File: src/rtl/multi_lane_collector_if.sv
// Bus bundle for multi_lane_collector: serial beat input, framing, and
// the valid/ack word output with error reporting.
interface multi_lane_collector_if #(
  parameter int LANES      = 1,
  parameter int WORD_WIDTH = 25
);
  logic [LANES-1:0]      serial_in;
  logic                  ready;
  logic                  data_ack;
  logic [WORD_WIDTH-1:0] data;
  logic                  data_valid;
  logic                  frame_error;
  logic                  overrun;
  logic [7:0]            error_count;

  // master drives the serial stream and consumes words; slave is the collector
  modport master (
    output serial_in, ready, data_ack,
    input  data, data_valid, frame_error, overrun, error_count
  );
  modport slave (
    input  serial_in, ready, data_ack,
    output data, data_valid, frame_error, overrun, error_count
  );
endinterface

File: src/rtl/multi_lane_collector.sv
// Multi-lane serial deserialiser with frame-length check and a valid/ack
// holding register so the consumer can stall without losing alignment.
module multi_lane_collector #(
  parameter int WORD_WIDTH = 25,
  parameter int LANES      = 1,
  parameter bit MSB_FIRST  = 1'b0
) (
  input  logic                 fast_clk,
  input  logic                 reset,
  multi_lane_collector_if.slave bus
);
  localparam int BEATS = WORD_WIDTH / LANES;
  localparam int CW    = $clog2(BEATS + 2);
  localparam logic [CW-1:0] BEATS_C = CW'(BEATS);
  localparam logic [CW-1:0] SAT_C   = CW'(BEATS + 1);

  if (WORD_WIDTH % LANES != 0) begin : g_bad_cfg
    $error("multi_lane_collector: WORD_WIDTH must be divisible by LANES");
  end

  logic [WORD_WIDTH-1:0] sr, sr_nxt;
  logic [CW-1:0]         cnt;
  logic                  ready_q;
  logic                  frame_end, len_ok, commit, drop_ovr, drop_err;

  // A single-beat word is just the lane bus; otherwise shift by LANES.
  if (BEATS == 1) begin : g_one_beat
    assign sr_nxt = bus.serial_in;
  end else if (MSB_FIRST) begin : g_msb
    assign sr_nxt = {sr[WORD_WIDTH-LANES-1:0], bus.serial_in};
  end else begin : g_lsb
    assign sr_nxt = {bus.serial_in, sr[WORD_WIDTH-1:LANES]};
  end

  assign frame_end = bus.ready && !ready_q;
  assign len_ok    = (cnt == BEATS_C);
  assign commit    = frame_end && len_ok && (!bus.data_valid || bus.data_ack);
  assign drop_ovr  = frame_end && len_ok && bus.data_valid && !bus.data_ack;
  assign drop_err  = frame_end && !len_ok;

  always_ff @(posedge fast_clk or negedge reset) begin
    if (!reset) begin
      sr              <= '0;
      cnt             <= '0;
      ready_q         <= 1'b1;
      bus.data        <= '0;
      bus.data_valid  <= 1'b0;
      bus.frame_error <= 1'b0;
      bus.overrun     <= 1'b0;
      bus.error_count <= 8'd0;
    end else begin
      ready_q <= bus.ready;
      if (!bus.ready) begin
        sr <= sr_nxt;
        if (cnt != SAT_C) cnt <= cnt + 1'b1;
      end else begin
        cnt <= '0;
      end

      if (commit) begin
        bus.data       <= sr;
        bus.data_valid <= 1'b1;
      end else if (bus.data_ack) begin
        bus.data_valid <= 1'b0;
      end

      bus.frame_error <= drop_err;
      bus.overrun     <= drop_ovr;
      // Counted on the END edge so the count already includes the visible pulse.
      if ((drop_err || drop_ovr) && bus.error_count != 8'd255)
        bus.error_count <= bus.error_count + 8'd1;
    end
  end
endmodule

File: src/flat_wrapper.sv
// flat-port wrapper written by rule: the top's interface ports become plain ports
module multi_lane_collector_flat 
#(
  parameter int WORD_WIDTH = 25,
  parameter int LANES      = 1,
  parameter bit MSB_FIRST  = 1'b0
)
  (fast_clk, reset, bus_serial_in, bus_ready, bus_data_ack, bus_data, bus_data_valid, bus_frame_error, bus_overrun, bus_error_count);
  multi_lane_collector_if #(.LANES(LANES), .WORD_WIDTH(WORD_WIDTH)) bus_i ();
  input  logic fast_clk;
  input  logic reset;
  input wire logic [$bits(bus_i.serial_in)-1:0] bus_serial_in;
  input wire logic [$bits(bus_i.ready)-1:0] bus_ready;
  input wire logic [$bits(bus_i.data_ack)-1:0] bus_data_ack;
  output wire logic [$bits(bus_i.data)-1:0] bus_data;
  output wire logic [$bits(bus_i.data_valid)-1:0] bus_data_valid;
  output wire logic [$bits(bus_i.frame_error)-1:0] bus_frame_error;
  output wire logic [$bits(bus_i.overrun)-1:0] bus_overrun;
  output wire logic [$bits(bus_i.error_count)-1:0] bus_error_count;
  assign bus_i.serial_in = bus_serial_in;
  assign bus_i.ready = bus_ready;
  assign bus_i.data_ack = bus_data_ack;
  assign bus_data = bus_i.data;
  assign bus_data_valid = bus_i.data_valid;
  assign bus_frame_error = bus_i.frame_error;
  assign bus_overrun = bus_i.overrun;
  assign bus_error_count = bus_i.error_count;
  multi_lane_collector #(.WORD_WIDTH(WORD_WIDTH), .LANES(LANES), .MSB_FIRST(MSB_FIRST)) u_core (.fast_clk(fast_clk), .reset(reset), .bus(bus_i));
endmodule
File: config.mk
export PLATFORM = sky130hd
export DESIGN_NAME = multi_lane_collector_flat
export DESIGN_NICKNAME = d
export VERILOG_FILES = /design/src/rtl/multi_lane_collector_if.sv /design/src/rtl/multi_lane_collector.sv /design/src/flat_wrapper.sv
export SDC_FILE = /design/constraint.sdc
export NUM_CORES = 1
export LEC_CHECK = 0
export BUFFER_PORTS_ARGS = -buffer_cell sky130_fd_sc_hd__buf_2
export CORE_MARGIN = 3
export CORE_UTILIZATION = 45
export DETAILED_ROUTE_END_ITERATION = 16
export PLACE_DENSITY = 0.64
export SETUP_SLACK_MARGIN = 0.15
export SLEW_MARGIN = 5
export SYNTH_ARGS = -nofsm -noshare
export SYNTH_HDL_FRONTEND = slang
export SYNTH_SLANG_ARGS = --single-unit
File: constraint.sdc
create_clock -name fast_clk -period 4.11 [get_ports fast_clk]
set_input_delay 0.411 -clock fast_clk [delete_from_list [all_inputs] [get_ports fast_clk]]
set_output_delay 0.411 -clock fast_clk [all_outputs]
set_load 0.02 [all_outputs]
==> flow_summary.toml <==
[outcome]
status = "finished clean"

[sta]
finClkSkew_ps = 7.663
worst_slack_ps = 1749
rsz0062_at_grt = "no"
whs_ps = 259.4
slew_violations = 0
slew_headroom_pct = 45.59
finalHoldViolCount = 0
fin_setup_tns_ps = 0
fmax_ghz = 0.4235
tightest_slew_ps = 816.1
finalCritPeriodShare_pct = 57.45
report.final.setup_viol = 0
min_period_ps = 2361

[die]
die_x_um = 83.12
die-area_um2 = 6909
fp.coreArea_um2 = 5642
ioPinCount = 41
start_util_pct = 47.44
core.rowCount = 27
die_h_um = 83.12

[yosys]
synth-seq-cells = 67
synth_area_um2 = 2676
yosysSeqAreaShare_pct = 62.69
netlist.area_leader.share_pct = 61.71
synth_area_per_cell_um2 = 15.29
ys_warn_count = 0
synth_compound_area_share_pct = 1.636
async_flop_share_pct = 100.0
synth_xor_area_share_pct = 2.945
synth_flop_cell = "dfrtp_1"
synthCells = 175
synth_commonest_cells = "dfrtp_1 (66), mux2_2 (26), mux2_1 (25)"
synth_top_area_cell = "dfrtp_1"
synth_top_family_by_area = "multiplexers"
synth_fa_ha_area_share_pct = 1.870
synth_area_leaders = "dfrtp_1 (62%), mux2_2 (11%), mux2_1 (11%)"
synth_cell_types = 31
synth-edff-count = 0
synth.most_common_cell = "dfrtp_1"
synthSimpleGateAreaFrac_pct = 6.919
synth_mux_area_share_pct = 21.46
synthesis.nets = 184

[cts]
cts_resized = 0
htree_levels = 3
clock_tree.root_cell = "clkbuf_8"
cts_hold_buffers = 0
cts_made_buffers = 9
worstSkewPairLatency_ps = 330
clockBufferDepth = 2
post_cts_buffers = 0
cts_tree = "built"
clock_sinks = 67
path_clk_slew_ps = 70

[setup_path]
cp_top_family = "simple AND/OR/NAND/NOR gates"
crit_type = "reg2reg"
r2r-start = "u_core.cnt[1]$_DFFE_PN0P_"
crit_chain = "inv_1 > ha_1 > and4b_4 > nand2b_2 > nor2b_2 > buf_4 > mux2_2"
setup.worst_path.end_class = "register"
crit_arrival_ps = 2570
cp_slowest_cell = "nor2b_2"
startpoint_type = "register"
cp.required_ps = 4320
critPathMaxFanout = 13
startpoint = "u_core.cnt[1]$_DFFE_PN0P_"
cpPeakStageDelay_ps = 560
critical_path_buf_inv_count = 2

[route]
via_count = 1523
drc = 0
antenna_left = 0
drt_first_pass_iters = 4
routed_via_density = 5.094
routed_wl_um = 4303
drt_iter0_drc = 42
wl_per_cell_um = 14.39

[global_routing]
antenna_found_initial = 0
track_usage_pct = 13.83
grt_pass1_vias = 1659
grt_pass1_wl_um = 7624
gr-total-overflow = 0
grt_max_degree = 68

[power]
power.leakage_nw = 1.602
pwr_density_cell_nw_per_um2 = 560.9
ir_drop_uv = 296.1

[final_layout]
n_fill_cell = 471
num_antenna_cells = 0
area_delta_synth_final_pct = 16.83
final_nets = 232
drive_gt1_share_pct = 39.65
layout.cells.non_filler = 299
design_area_um2 = 3127

[placed_design]
placed_cells_incl_taps = 284
io_buffers = 40
place_area_um2 = 2933
dp_hpwl_um = 2822
post-place-ws_ps = 1430
gp_congestion = 0.7386

[flow_run]
maxCapViolations = 0

[hold_path]
hold_class = "in2async"
[state kept, by name, summed over array words and instances (netlist names)]
register                count
u_core.bus.overrun          1
u_core.bus.frame_error      1
u_core.bus.data_valid       1
u_core.bus.error_count      8
u_core.ready_q              1
u_core.sr                  25
u_core.cnt                  5
u_core.bus.data            25
[cell families after synthesis]
| family | count (synthesis) |
|---|---|
| xor gates and xnor gates | 9 |
| buffers and inverters | 8 |
| adders and majority gates | 4 |
| muxes | 51 |
| AOI/OAI and AO/OA | 6 |
| and+or+nand+nor | 30 |
| DFF | 67 |
[layout make-up]
class                           count  area, um2  area share [%]
Sequential cell                    67       1678           53.66
Clock inverter                      2      35.03           1.120
Clock buffer                       13      158.9           5.082
Inverter                            2      7.507          0.2401
Timing Repair Buffer               43      222.7           7.123
Tap cell                           72      90.09           2.881
Multi-Input combinational cell    100      934.6           29.89
[cells in the final DEF, fill, tap and decap left out, types with 3 or more instances in the layout]
cell / n
buf_4: 3
nand3_1: 5
nor2_1: 7
ha_1: 4
a21oi_1: 3
buf_2: 40
xor2_1: 8
mux2_1: 25
dfrtp_1: 66
clkbuf_8: 11
mux2_2: 26
nand2_1: 3
[metrics by stage]
| step | total power, W | utilization [%] |
|---|---|---|
| finish | 0.001754 | 55.42 |
| global route | 0.001862 | 55.42 |
| CTS | 0.001782 | 55.42 |
| detailed placement | 0.001240 | 51.98 |
| global placement | 0.001222 | 51.98 |
| floorplan | 0.001120 | - |
[metal layers]
layer  global-route usage [%]  vias to the layer above  share of wire, %
met5                        0                        -                 0
met4                    8.321                        0               2.1
met3                    4.067                        9               4.5
met2                    21.14                       32                46
met1                    17.34                      774                47
li1                         -                      708                 -
[final timing paths]
path	cells past startpoint	to	slack, ps
max in group asynchronous	2	u_core.bus.error_count[7]$_DFFE_PN0P_	3310
min in group fast_clk	2	u_core.sr[24]$_DFFE_PN0N_	320
worst min register to register	1	u_core.bus.data[19]$_DFFE_PN0P_	480
worst max register to register	7	u_core.bus.data[2]$_DFFE_PN0P_	1750
worst max-delay path	7	u_core.bus.data[2]$_DFFE_PN0P_	1750
worst min-delay path	2	u_core.bus.data[13]$_DFFE_PN0P_	260
[power by group]
| group | total [W] | switching (W) | leakage (nW) | internal (W) |
|---|---|---|---|---|
| clock network | 0.000533 | 0.000223 | 0.0995 | 0.000310 |
| registers | 0.000931 | 0.000125 | 0.864 | 0.000806 |
| logic | 0.000290 | 0.000143 | 0.638 | 0.000147 |
| total | 0.00175 | 0.000491 | 1.60 | 0.00126 |
Power figures use the tool's default switching activity.
